--- src/rtl/calc1.sv ---
// Four-lane request/response calculator: each lane takes a two-cycle operand frame and answers one cycle later.
// Optional shift commands are compiled in with `define CALC1_SHIFT_EN.

package calc1_pkg;
  localparam int NUM_LANES = 4;
  localparam int DATA_W    = 32;
  localparam int CMD_W     = 4;
  localparam int STAGES    = 2;

  localparam logic [CMD_W-1:0] CMD_NOP = 4'd0;
  localparam logic [CMD_W-1:0] CMD_ADD = 4'd1;
  localparam logic [CMD_W-1:0] CMD_SUB = 4'd2;
  localparam logic [CMD_W-1:0] CMD_SHL = 4'd5;
  localparam logic [CMD_W-1:0] CMD_SHR = 4'd6;

  localparam logic [1:0] RSP_NONE = 2'd0;
  localparam logic [1:0] RSP_OK   = 2'd1;
  localparam logic [1:0] RSP_ERR  = 2'd2;

  typedef struct packed {
    logic [CMD_W-1:0]  cmd;
    logic [DATA_W-1:0] data;
  } req_t;

  typedef struct packed {
    logic [1:0]        resp;
    logic [DATA_W-1:0] data;
  } rsp_t;
endpackage

module calc1_lane
  import calc1_pkg::*;
(
  input  logic clk,
  input  logic rst,
  input  req_t req_i,
  output rsp_t rsp_o
);
  // vld_pipe_q[1]: waiting for operand 2; vld_pipe_q[2]: operands complete, result lands next edge
  logic [STAGES:0]   vld_pipe_d, vld_pipe_q;
  logic [CMD_W-1:0]  cmd_d, cmd_q;
  logic [DATA_W-1:0] op1_d, op1_q;
  logic [DATA_W-1:0] op2_d, op2_q;
  rsp_t              rsp_d, rsp_q;
  logic [DATA_W:0]   sum;
  logic              accept;

  always_comb begin
    // a new frame may start on the same edge the previous result is registered
    accept        = (req_i.cmd != CMD_NOP) && !vld_pipe_q[1];
    vld_pipe_d    = {vld_pipe_q[STAGES-1:1], accept, 1'b0};
    vld_pipe_d[0] = accept;
    cmd_d         = accept ? req_i.cmd : cmd_q;
    op1_d         = accept ? req_i.data : op1_q;
    op2_d         = vld_pipe_q[1] ? req_i.data : op2_q;
    sum           = {1'b0, op1_q} + {1'b0, op2_q};

    rsp_d = '0;
    if (vld_pipe_q[STAGES]) begin
      case (cmd_q)
        CMD_ADD: begin
          if (sum[DATA_W]) rsp_d.resp = RSP_ERR;
          else             rsp_d = '{resp: RSP_OK, data: sum[DATA_W-1:0]};
        end
        CMD_SUB: begin
          if (op2_q > op1_q) rsp_d.resp = RSP_ERR;
          else               rsp_d = '{resp: RSP_OK, data: op1_q - op2_q};
        end
`ifdef CALC1_SHIFT_EN
        CMD_SHL: rsp_d = '{resp: RSP_OK, data: op1_q << op2_q[4:0]};
        CMD_SHR: rsp_d = '{resp: RSP_OK, data: op1_q >> op2_q[4:0]};
`endif
        default: rsp_d.resp = RSP_ERR;
      endcase
    end
  end

  always_ff @(posedge clk) begin
    if (rst) begin
      vld_pipe_q <= '0;
      cmd_q      <= '0;
      op1_q      <= '0;
      op2_q      <= '0;
      rsp_q      <= '0;
    end else begin
      vld_pipe_q <= vld_pipe_d;
      cmd_q      <= cmd_d;
      op1_q      <= op1_d;
      op2_q      <= op2_d;
      rsp_q      <= rsp_d;
    end
  end

  assign rsp_o = rsp_q;
endmodule

module calc1
  import calc1_pkg::*;
(
  output logic [0:31] out_data1,
  output logic [0:31] out_data2,
  output logic [0:31] out_data3,
  output logic [0:31] out_data4,
  output logic [0:1]  out_resp1,
  output logic [0:1]  out_resp2,
  output logic [0:1]  out_resp3,
  output logic [0:1]  out_resp4,
  input  logic        c_clk,
  input  logic [0:3]  req1_cmd_in,
  input  logic [0:31] req1_data_in,
  input  logic [0:3]  req2_cmd_in,
  input  logic [0:31] req2_data_in,
  input  logic [0:3]  req3_cmd_in,
  input  logic [0:31] req3_data_in,
  input  logic [0:3]  req4_cmd_in,
  input  logic [0:31] req4_data_in,
  input  logic [1:7]  reset
);
  logic                  rst;
  req_t [NUM_LANES-1:0]  req;
  rsp_t [NUM_LANES-1:0]  rsp;

  // port vectors are MSB-first ([0:N]); plain assignment keeps bit 0 as the MSB
  assign rst    = |reset;
  assign req[0] = {req1_cmd_in, req1_data_in};
  assign req[1] = {req2_cmd_in, req2_data_in};
  assign req[2] = {req3_cmd_in, req3_data_in};
  assign req[3] = {req4_cmd_in, req4_data_in};

  for (genvar i = 0; i < NUM_LANES; i++) begin : g_lane
    calc1_lane u_lane (
      .clk   (c_clk),
      .rst   (rst),
      .req_i (req[i]),
      .rsp_o (rsp[i])
    );
  end

  assign out_data1 = rsp[0].data;
  assign out_data2 = rsp[1].data;
  assign out_data3 = rsp[2].data;
  assign out_data4 = rsp[3].data;
  assign out_resp1 = rsp[0].resp;
  assign out_resp2 = rsp[1].resp;
  assign out_resp3 = rsp[2].resp;
  assign out_resp4 = rsp[3].resp;
endmodule

--- config.mk ---
export PLATFORM = sky130hd
export DESIGN_NAME = calc1
export DESIGN_NICKNAME = d
export VERILOG_FILES = /design/src/rtl/calc1.sv
export SDC_FILE = /design/constraint.sdc
export NUM_CORES = 1
export LEC_CHECK = 0
export CAP_MARGIN = 20
export CORE_UTILIZATION = 38
export CTS_CLUSTER_DIAMETER = 100
export DETAILED_ROUTE_END_ITERATION = 6
export HOLD_SLACK_MARGIN = 0.1
export SYNTH_ARGS = -nofsm -noshare
export SYNTH_HDL_FRONTEND = slang
export SYNTH_SLANG_ARGS = --single-unit
--- constraint.sdc ---
create_clock -name c_clk -period 4.58 [get_ports c_clk]
set_clock_uncertainty 0.1 [all_clocks]
set_input_delay 0.458 -clock c_clk [delete_from_list [all_inputs] [get_ports c_clk]]
set_output_delay 0.458 -clock c_clk [all_outputs]
set_load 0.01 [all_outputs]
# Word level (Yosys, flattened, before mapping)

Cells that the tools add are included.

Register bits after elaboration: 420
Bits of input ports: 152
Output and inout bits: 136
Word-level logic and storage cells: 89

$add $sub $neg: 8
Magnitude comparators: 4
Eq/ne operators: 8
Muxes and demuxes: 24
Bitwise gates (word level): 4
Reductions and logical operators: 17

Operator list:

| kind               | count |
|---|---|
| $mux 32            | 8 |
| $pmux 32 s2        | 4 |
| $add 32x32->33     | 4 |
| $gt 32x32->1       | 4 |
| $sub 32x32->32     | 4 |
| $reduce_or 8->1    | 4 |
| $eq 4x1->1 const B | 4 |
| $eq 4x2->1 const B | 4 |
| $mux 2             | 8 |
| $pmux 2 s2         | 4 |
| $reduce_bool 4->1  | 4 |
| $reduce_or 7->1    | 1 |
| $logic_and 1x1->1  | 4 |
| $logic_not 1->1    | 4 |
| $not 1->1          | 4 |

# Depth between registers and ports, before layout

Gate-level depths: netlist of the first run.

Word-level depth: 3
Depth in mapped cells: 16

# By module

Synthesis of the first run repeated with hierarchy kept, for this count alone.

Cells, all modules: 3667
Area total of the unflattened synthesis: 28730.1 µm²

By module, submodules not included:

| module                             | times used | cells each | area an instance (µm²) |
|---|---|---|---|
| calc1_lane at g_lane[0].u_lane ... | 2          | 934        | 7309.5 |
| calc1_lane at g_lane[2].u_lane ... | 2          | 898        | 7048.0 |
| calc1                              | 1          | 3          | 15.0 |

# Worst setup path after synthesis of the first run

Ideal clock, no wire load.

Path type: reg-to-reg
Start point: register g_lane[1].u_lane.op2_q[0]
End point: register g_lane[1].u_lane.rsp_q (netlist bit g_lane[1].u_lane.rsp_o[9])
Library setup time: 0.132 ns
Arrival time: 3.126 ns
Required time: 4.348 ns
Path slack: 1.222 ns
Cell stages (with the launch flop): 16
Cell sequence: dfxtp_1 -> ha_1 -> inv_1 -> fa_1 -> o21bai_1 -> a21oi_1 -> o31ai_1 -> o211ai_1 -> nand3_1 -> a31o_2 -> a41oi_2 -> o31ai_4 -> clkbuf_1 -> o22ai_1 -> nor2_1 -> nor3_1

Word-level cells in the longest chain between the ends: 3
Elaborated cells between the ends (all ways): 6
Those cells by class: 2 x add/sub; 1 x order compare; 3 x mux

RTL lines:

| element                                      | RTL line | RTL |
|---|---|---|
| from (decl)                                  | 43       | `logic [DATA_W-1:0] op2_d, op2_q;` |
| from (signal assigned)                       | 89       | `op2_q <= op2_d;` |
| $sub 32x32->32, or another cell as far along | 67       | `else rsp_d = '{resp: RSP_OK, data: op1_q - op2_q};` |
| $mux 32, on equally long branches            | 66, 62   |  |
| $pmux 32 s2 (*)                              | 60       | `case (cmd_q)` |
| to (signal assigned)                         | 90       | `rsp_q <= rsp_d;` |
| to (decl)                                    | 44       | `rsp_t rsp_d, rsp_q;` |

Mark *: on every way between the ends. The rest lies on a longest branch, timed or not.
A chain may end at the register's enable or synchronous reset.

# Final worst setup path of the first run

Start point: register g_lane[3].u_lane.op1_q[0]
End point: register g_lane[3].u_lane.rsp_q (netlist bit g_lane[3].u_lane.rsp_o[31])

Word-level cells in the longest chain between the ends: 3
Elaborated cells between the ends (all ways): 6
Those cells by class: 2 x add/sub; 1 x order compare; 3 x mux

RTL lines:

| element                                      | RTL line | RTL |
|---|---|---|
| from (decl)                                  | 42       | `logic [DATA_W-1:0] op1_d, op1_q;` |
| from (signal assigned)                       | 88       | `op1_q <= op1_d;` |
| $sub 32x32->32, or another cell as far along | 67       |  |
| $mux 32, on equally long branches            | 66, 62   |  |
| $pmux 32 s2 (*)                              | 60       |  |
| to (signal assigned)                         | 90       |  |
| to (decl)                                    | 44       |  |

Marked as above.

==> flow_metrics.tcl, run 1 <==
set metrics [dict create \
    routed_wl_um 83000 \
    syn_nets 3943 \
    hold_viol 0 \
    synth-edff-count 0 \
    ir_drop_v 0.000282 \
    yosysTopAreaCellShare_pct 30.6 \
    r2r_cells 13 \
    cp-start-kind "flip-flop" \
    cts_buffers 50 \
    drv_cap 0 \
    critPathSlowestCell "nor2_1" \
    num_rows 97 \
    tns_ns 0 \
    rsz0062_at_grt "false" \
    post_cts_resized 0 \
    grt_pass1_vias 24300 \
    area_growth_syn_to_layout_pct 19.9 \
    ctsLongestPathBuffers 3 \
    worstSetupPathType "reg2reg" \
    die_h_um 269 \
    p_int_mw 6.55 \
    critPathBufInv 1 \
    status "finished clean" \
    drtAntennaViolNets 0 \
    dr_total_vias 25800 \
    arrival_ns 4.56 \
    ys_seq_elements 416 \
    htreeDepth 2 \
    grt_max_degree 98 \
    yosys.area.top_type "dfxtp_1" \
    place_congestion 0.905 \
    synth-main-ff-cell "dfxtp_1" \
    cellLeakagePower_nw 13.0 \
    cts_root_buffer "clkbuf_16" \
    globalRouteOverflowTotal 0 \
    core_area_um2 70400 \
    start_util_pct 38.6 \
    clock_sinks 416 \
    fillCellCount 7082 \
    async_flop_share_pct 0 \
    die_area_um2 72600 \
    cp_top_family "compound AO/OA/AOI/OAI gates" \
    cp.required_ns 4.98 \
    grt_use_total_pct 22.0 \
    clockPowerShare_pct 52.0 \
    synthesis.instances 3523 \
    syn_avg_cell_area_um2 7.72 \
    antenna_found_initial 8 \
    drtIter0Drc 1870 \
    holdPathStages 3 \
    cts_tree "yes" \
    multi_input_area_um2 17000 \
    routedWlPerCell_um 17.7 \
    path_cells "inv_1 > ha_1 > fa_1 > nor2b_1 > o31a_1 > o211ai_1 > a31o_2 > o311a_1 > o41ai_2 > nand4b_2 > nor2_1 > a21oi_1 > a22oi_1" \
    seqPwrFrac_pct 43.3 \
    ys_types 95 \
    grt_pass1_wl_um 132000 \
    power_frac_comb_pct 4.7 \
    yosys_warnings 0 \
    finalCriticalPeriod_ns 4.16 \
    final_net_count 4121 \
    worst_path_largest_cell_delay_ns 0.55 \
    max_slew_margin_pct 31.2 \
    stdcell_area_um2 32600 \
    place_hpwl_um 60800 \
    slew_viol_final 0 \
    swShare_pct 21.9 \
    max_freq_ghz 0.240 \
    setup_viol 0 \
    io_buffer_count 287 \
    syn-cell-area_um2 27200 \
    end_kind "flip-flop" \
    die_x_um 269 \
    hp-class "in2reg" \
    cp.depth 13 \
    drt_first_pass_iters 5 \
    drive_gt1_share_pct 5.67 \
    period_share_pct 90.8 \
    layout.area.seq_um2 8330 \
    power.density_nw_per_um2 257 \
    worst_slew_pin_slew_ns 1.03 \
    synth_top_cells_by_area "dfxtp_1 (31%), ha_1 (12%), a21oi_1 (7.4%)" \
    cp_max_fo 13 \
    p_switching_mw 1.83 \
    pin_count 288 \
    drc 0 \
    clock_latency_ns 0.59 \
    path_clk_slew_ns 0.06 \
    r2r_slack_ns 0.42 \
    cts_setup_buffers 0 \
    dpl-instance-area_um2 30800 \
    yosysSeqAreaShare_pct 30.6 \
    viasPerCell 5.50 \
    cts_hold_buf 0 \
]
## logic make-up after synthesis
family | count (synthesis) | share of synthesized area (%)
AND/OR/NAND/NOR | 1147 | 18.5
AO/OA/AOI/OAI | 1089 | 26.6
buffers and inverters | 470 | 6.87
flip-flops | 416 | 30.6
adder cells (fa/ha/maj) | 268 | 12.6
multiplexers | 128 | 4.71
XOR/XNOR | 5 | 0.161
## final timing paths
kind	from	end
hold / removal	req2_data_in[16]	g_lane[1].u_lane.op1_q[15]
setup reg to reg	g_lane[3].u_lane.op1_q[0]	g_lane[3].u_lane.rsp_o[31]
hold reg to reg	g_lane[2].u_lane.cmd_q[3]	g_lane[2].u_lane.cmd_q[3]
setup / recovery	g_lane[3].u_lane.op1_q[0]	g_lane[3].u_lane.rsp_o[31]
## tightest hold or removal path, cell delays in order
cell,delay [ns]
clkdlybuf4s50_1,0.41
nand2_1,0.06
a21oi_1,0.05
## placed cells by master, fill, tap and decap left out, types with 48 or more instances in the layout
cell type and instances:
mux2i_1 128, dfxtp_1 412, a221oi_1 66, clkbuf_16 53, o21ai_0 106, o22ai_1 59, nor3_1 101, a211oi_1 101
inv_1 257, buf_4 48, nor2_1 469, a21oi_1 402, ha_1 260, nand2_1 347, clkdlybuf4s50_1 287, o21bai_1 58
## power by group through the flow
stage	combinational (mW)	sequential, mW	clock [mW]
final	0.392	3.63	4.36
after global routing	0.426	3.63	4.62
after CTS	0.392	3.63	4.48
after detailed placement	0.389	3.71	0
after global placement	0.389	3.71	0
after floorplan	0.173	3.71	0
## per-stage QoR
step	setup slack (ns)	util [%]	power, mW	hold slack (ns)	std cells
after global placement	0.543	43.7	4.10	0.343	4588
final	0.421	46.3	8.38	0.338	4687
after CTS	0.440	46.3	8.50	0.291	4681
after floorplan	1.22	-	3.88	0.336	3523
after detailed placement	0.465	43.7	4.10	0.350	4588
after global routing	0.146	46.3	8.67	0.327	4687
## state kept, by name, summed over array words and instances, names as in the netlist
register,count
g_lane.u_lane.op1_q,128
g_lane.u_lane.op2_q,128
g_lane.u_lane.rsp_o,136
g_lane.u_lane.vld_pipe_q,8
g_lane.u_lane.cmd_q,16
## cell type report
type / count / area share, %
Antenna cell: 5 / 0.0384
Clock buffer: 74 / 4.65
Clock inverter: 19 / 0.921
Inverter: 258 / 2.97
Multi-Input combinational cell: 2637 / 52.2
Sequential cell: 416 / 25.6
Tap cell: 940 / 3.61
Timing Repair Buffer: 338 / 10.1
## Yosys cell counts (59+ instances only)
master / count
nor3_1: 101
clkbuf_1: 150
ha_1: 260
nand2_1: 348
a211oi_1: 101
inv_1: 257
a21oi_1: 402
o22ai_1: 59
nor2_1: 473
mux2i_1: 128
a221oi_1: 66
dfxtp_1: 416
o21ai_0: 106
## per-layer routing
metal  vias to the layer above  global-route usage (%)  part of all wire, %
met3                       120                    2.97                  5.2
met1                     12100                    30.3                   47
met4                         2                    7.25                  2.5
li1                      12900                       -                    -
met2                       730                    35.1                   45
met5                         -                       0                0.013
Note: power is estimated with default switching activity, not from simulation.
==> inputs of run 2 (changes only) <==
--- a/config.mk
+++ b/config.mk
@@ -10,6 +10,7 @@
 export CTS_CLUSTER_DIAMETER = 100
 export DETAILED_ROUTE_END_ITERATION = 6
 export HOLD_SLACK_MARGIN = 0.1
+export SLEW_MARGIN = 20
 export SYNTH_ARGS = -nofsm -noshare
 export SYNTH_HDL_FRONTEND = slang
 export SYNTH_SLANG_ARGS = --single-unit
==> run 2 against run 1 <==
Utilization barely moved. Sequential power barely moved. Sequential cell count did not move. Cell count barely moved. Routed wire length fell by 0.14%. Count of clock-buffer cells in the layout did not move. Hold slack got worse by 0.00081 ns. Power barely moved. Setup slack got worse by 0.011 ns. Global-route usage did not move. Die area did not move. Sequential share of layout area barely moved. Critical path type unchanged. Critical endpoint unchanged.
==> flow_metrics.tcl, run 2 (same netlist as run 1, synthesis figures left out) <==
set metrics [dict create \
    cts_setup_buffers 0 \
    swShare_pct 21.9 \
    max_slew_margin_pct 31.2 \
    path_cells "inv_1 > ha_1 > fa_1 > nor2b_1 > o31a_1 > o211ai_1 > a31o_2 > o311a_1 > o41ai_2 > nand4b_2 > nor2_1 > a21oi_1 > a22oi_1" \
    drtIter0Drc 1853 \
    clockPowerShare_pct 52.0 \
    cts_hold_buf 0 \
    top_usage_layer "met2" \
    cp_max_fo 13 \
    setup_viol 0 \
    clock_latency_ns 0.60 \
    slew_viol_final 0 \
    ir_drop_v 0.000282 \
    final_common_cell "nor2_1" \
    power.density_nw_per_um2 257 \
    grt_use_total_pct 22.0 \
    seqPwrFrac_pct 43.3 \
    arrival_ns 4.57 \
    finalCriticalPeriod_ns 4.17 \
    largest_reg_flops 136 \
    routed_wl_um 82800 \
    viasPerCell 5.53 \
    clock_sinks 416 \
    worst_slew_pin_slew_ns 1.03 \
    htreeDepth 2 \
    place_congestion 0.905 \
    rsz0062_at_grt "false" \
    worstSetupPathType "reg2reg" \
    die_x_um 269 \
    cellLeakagePower_nw 13.0 \
    p_switching_mw 1.83 \
    drc 0 \
    met2_usage_pct 35.1 \
    period_share_pct 91.0 \
    pin_count 288 \
    die_h_um 269 \
    post_cts_resized 0 \
    hp-class "in2reg" \
    p_int_mw 6.55 \
    max_freq_ghz 0.240 \
    cts_root_buffer "clkbuf_16" \
    critPathBufInv 1 \
    power_frac_comb_pct 4.7 \
    path_clk_slew_ns 0.06 \
    dr_total_vias 25900 \
    status "finished clean" \
    die_area_um2 72600 \
    grt_max_degree 98 \
    area_growth_syn_to_layout_pct 19.9 \
    ctsLongestPathBuffers 3 \
    tns_ns 0 \
    cp-start-kind "flip-flop" \
    end_kind "flip-flop" \
    drive_gt1_share_pct 5.64 \
    use_met1_pct 30.3 \
    final_net_count 4120 \
    critPathSlowestCell "nor2_1" \
    cp.required_ns 4.98 \
    cp_top_family "compound AO/OA/AOI/OAI gates" \
    core_area_um2 70400 \
    globalRouteOverflowTotal 0 \
    mostFrequentLayoutCells "nor2_1 (469), dfxtp_1 (412), a21oi_1 (402), nand2_1 (347), clkdlybuf4s50_1 (287)" \
    worst_path_largest_cell_delay_ns 0.55 \
    cts_tree "yes" \
    drv_cap 0 \
    antenna_found_initial 8 \
    grt_pass1_vias 24300 \
    cts_buffers 50 \
    io_buffer_count 287 \
    drt_first_pass_iters 5 \
    grt_pass1_wl_um 132000 \
    hold_viol 0 \
    place_hpwl_um 60800 \
    routedWlPerCell_um 17.7 \
    whs_ns 0.337 \
    num_rows 97 \
    start_util_pct 38.6 \
    drtAntennaViolNets 0 \
    met3_usage_pct 2.97 \
]
==> run 2: cell types whose count changed in the layout (fill, tap and decap cells not counted), sizes merged <==
| cell | change |
|---|---|
| clkbuf | -1 |
==> run 2: metrics by stage <==
stage / std cells / setup slack, ns / total power, mW / util, % / instance area, um2
finish: 4686 / 0.410 / 8.38 / 46.3 / 32600
global route: 4686 / 0.146 / 8.67 / 46.3 / 32600
CTS: 4681 / 0.440 / 8.50 / 46.3 / 32600
detailed placement: 4588 / 0.465 / 4.10 / 43.7 / 30800
global placement: 4588 / 0.543 / 4.10 / 43.7 / 30800
floorplan: 3523 / 1.22 / 3.88 / - / 27200
==> run 2: power groups by stage <==
stage	Clock (mW)	Combinational (mW)	Sequential (mW)
2_1_floorplan	0	0.173	3.71
3_3_place_gp	0	0.389	3.71
3_5_place_dp	0	0.389	3.71
4_1_cts	4.48	0.392	3.63
5_1_grt	4.62	0.426	3.63
6_report	4.36	0.392	3.63
==> run 2: worst paths after layout <==
| check | cells after the start | endpoint | slack, ns | startpoint |
|---|---|---|---|---|
| worst max-delay path | 13 | g_lane[3].u_lane.rsp_o[31] | 0.41 | g_lane[3].u_lane.op1_q[0] |
| worst min-delay path | 3 | g_lane[1].u_lane.op1_q[15] | 0.34 | req2_data_in[16] |
| worst max register to register | 13 | g_lane[3].u_lane.rsp_o[31] | 0.41 | g_lane[3].u_lane.op1_q[0] |
| worst min register to register | 2 | g_lane[2].u_lane.cmd_q[3] | 0.35 | g_lane[2].u_lane.cmd_q[3] |
==> run 2: tightest hold or removal path: stages <==
cell and delay (ns):
clkdlybuf4s50_1 0.41, nand2_1 0.06, a21oi_1 0.05
==> run 2: area by class of cell <==
class | instances | area, um2
Clock buffer | 74 | 1520
Clock inverter | 19 | 300
Antenna cell | 5 | 12.5
Multi-Input combinational cell | 2637 | 17000
Sequential cell | 416 | 8330
Timing Repair Buffer | 337 | 3270
Tap cell | 940 | 1180
Inverter | 258 | 968
Fill cell | 7082 | 37800
==> run 2: per-layer routing <==
layer	up-vias	wire length [um]	share of wire (%)
li1	12900	-	-
met1	12200	39000	47
met2	752	37500	45
met3	130	4220	5.1
met4	2	2150	2.6
met5	-	11	0.013
==> inputs of run 3 (changes only) <==
--- a/config.mk
+++ b/config.mk
@@ -6,10 +6,11 @@
 export NUM_CORES = 1
 export LEC_CHECK = 0
 export CAP_MARGIN = 20
-export CORE_UTILIZATION = 38
+export CORE_UTILIZATION = 45
 export CTS_CLUSTER_DIAMETER = 100
 export DETAILED_ROUTE_END_ITERATION = 6
 export HOLD_SLACK_MARGIN = 0.1
+export PLACE_DENSITY = 0.66
 export SLEW_MARGIN = 20
 export SYNTH_ARGS = -nofsm -noshare
 export SYNTH_HDL_FRONTEND = slang
==> run 3 against run 2 <==
The flow now finishes with violations (design-rule violations). Via count is 0.22% higher. Critical path depth is 1 higher. Global-route usage is 3.7 points higher. Setup slack better by 0.15 ns. Register-to-register slack better by 0.15 ns. Fmax is 3.6% higher. Count of clock-buffer cells in the layout is 4 lower. Cell area is 1.5% lower. Critical endpoint is now g_lane[1].u_lane.rsp_o[25]. Largest power group unchanged. Highest routed layer unchanged.
==> flow_metrics.tcl, run 3 (same netlist as run 1, synthesis figures left out) <==
set metrics [dict create \
    status "finished with violations" \
    failed_checks "design-rule violations" \
    holdPathStages 3 \
    setup_viol 0 \
    dr_total_vias 25900 \
    viasPerCell 5.76 \
    drt_first_pass_iters 7 \
    start_util_pct 45.8 \
    cts_buffers 48 \
    clock_sinks 416 \
    area_growth_syn_to_layout_pct 18.1 \
    final_common_cell "nor2_1" \
    num_rows 89 \
    core_area_um2 59400 \
    hold_end "g_lane[1].u_lane.op1_q[15]" \
    arrival_ns 4.38 \
    antenna_found_initial 8 \
    ir_drop_v 0.000266 \
    worst_slew_pin_slew_ns 0.933 \
    routedWlPerCell_um 18.0 \
    cts_hold_buf 0 \
    cts_setup_buffers 0 \
    cellLeakagePower_nw 12.9 \
    ctsLongestPathBuffers 3 \
    drive_gt1_share_pct 5.28 \
    end_kind "flip-flop" \
    pin_count 288 \
    period_share_pct 87.9 \
    reg2reg_from "g_lane[1].u_lane.op2_q[0]" \
    cp-start-kind "flip-flop" \
    path_clk_slew_ns 0.06 \
    tns_ns 0 \
    max_slew_margin_pct 37.7 \
    whs_ns 0.340 \
    r2r-end "g_lane[1].u_lane.rsp_o[25]" \
    hp-start "req2_data_in[16]" \
    die_x_um 248 \
    grt_use_total_pct 25.7 \
    hp-class "in2reg" \
    hold_viol 0 \
    die_area_um2 61400 \
    max_freq_ghz 0.248 \
    r2r_cells 14 \
    routed_wl_um 81200 \
    globalRouteOverflowTotal 0 \
    slew_viol_final 0 \
    drv_cap 0 \
    final_net_count 4114 \
    mostFrequentLayoutCells "nor2_1 (469), dfxtp_1 (412), a21oi_1 (402), nand2_1 (347), clkdlybuf4s50_1 (287)" \
    grt_pass1_vias 23700 \
    drtIter0Drc 2117 \
    power.density_nw_per_um2 245 \
    place_hpwl_um 59200 \
    io_buffer_count 287 \
    htreeDepth 2 \
    r2r_slack_ns 0.56 \
    post_cts_resized 0 \
    finalCoreUtilization_pct 54.1 \
    grt_max_degree 98 \
    worstSetupPathType "reg2reg" \
    rsz0062_at_grt "false" \
    clock_latency_ns 0.59 \
    largest_reg_flops 136 \
    cts_root_buffer "clkbuf_16" \
    cp_max_fo 30 \
    die_h_um 248 \
    drtAntennaViolNets 0 \
    place_congestion 0.925 \
    cp.required_ns 4.93 \
    finalCriticalPeriod_ns 4.02 \
    cts_tree "yes" \
    drc 36 \
    grt_pass1_wl_um 128000 \
]
[run 3: cell count changes in the layout (fill, tap and decap cells not counted), moves of 2 or more]
| cell | previous run | this run |
|---|---|---|
| diode_2 | 5 | 3 |
| clkbuf_16 | 53 | 49 |
| buf_4 | 48 | 44 |
| bufinv_16 | 8 | 3 |
[run 3: final cells by class]
type / instances / area [um2]
multi-input combinational: 2637 / 17000
clock inverter: 14 / 148
antenna: 3 / 7.51
timing repair buffer: 333 / 3240
inverter: 258 / 968
fill: 5715 / 27300
clock buffer: 70 / 1410
sequential: 416 / 8330
tap: 773 / 967
[run 3: how the worst max path moves through the flow]
stage | from | end | depth (start not counted)
floorplan | g_lane[1].u_lane.op2_q[0] | g_lane[1].u_lane.rsp_o[9] | 15
global placement | g_lane[1].u_lane.op2_q[0] | g_lane[1].u_lane.rsp_o[3] | 14
detailed placement | g_lane[1].u_lane.op2_q[0] | g_lane[1].u_lane.rsp_o[25] | 14
CTS | g_lane[1].u_lane.op2_q[0] | g_lane[1].u_lane.rsp_o[25] | 14
global route | g_lane[1].u_lane.op2_q[0] | g_lane[1].u_lane.rsp_o[3] | 14
finish | g_lane[1].u_lane.op2_q[0] | g_lane[1].u_lane.rsp_o[25] | 14
[run 3: power breakdown]
group	leakage, nW	switching (mW)	internal (mW)
combinational	8.77	0.196	0.194
sequential	3.35	0.00428	3.62
clock	0.770	1.57	2.28
total	12.9	1.78	6.10
[run 3: stage by stage]
stage,cells,cell area (um2),setup slack (ns),total power [mW]
global placement,4417,30500,0.650,4.09
floorplan,3523,27200,1.22,3.88
detailed placement,4417,30500,0.669,4.09
global route,4503,32100,0.308,8.13
finish,4504,32100,0.555,7.87
CTS,4501,32100,0.618,7.96
[run 3: worst max-delay path: stages (launching register included)]
cell and delay, ns:
dfxtp_1 0.39, ha_1 0.20, inv_1 0.06, fa_1 0.41
o21bai_1 0.17, a21oi_1 0.14, o31ai_1 0.47, o211ai_1 0.16
nand3_1 0.22, a31o_2 0.23, a41oi_2 0.26, o31a_1 0.37
buf_4 0.25, a221oi_1 0.33, nor3_1 0.12
[run 3: routing by layer]
layer	track usage (%)	vias up	share of wire, %
met4	7.29	12	2.1
met3	4.56	107	7.4
li1	-	12800	-
met2	39.7	939	44
met5	0	-	0.10
met1	36.3	12100	46
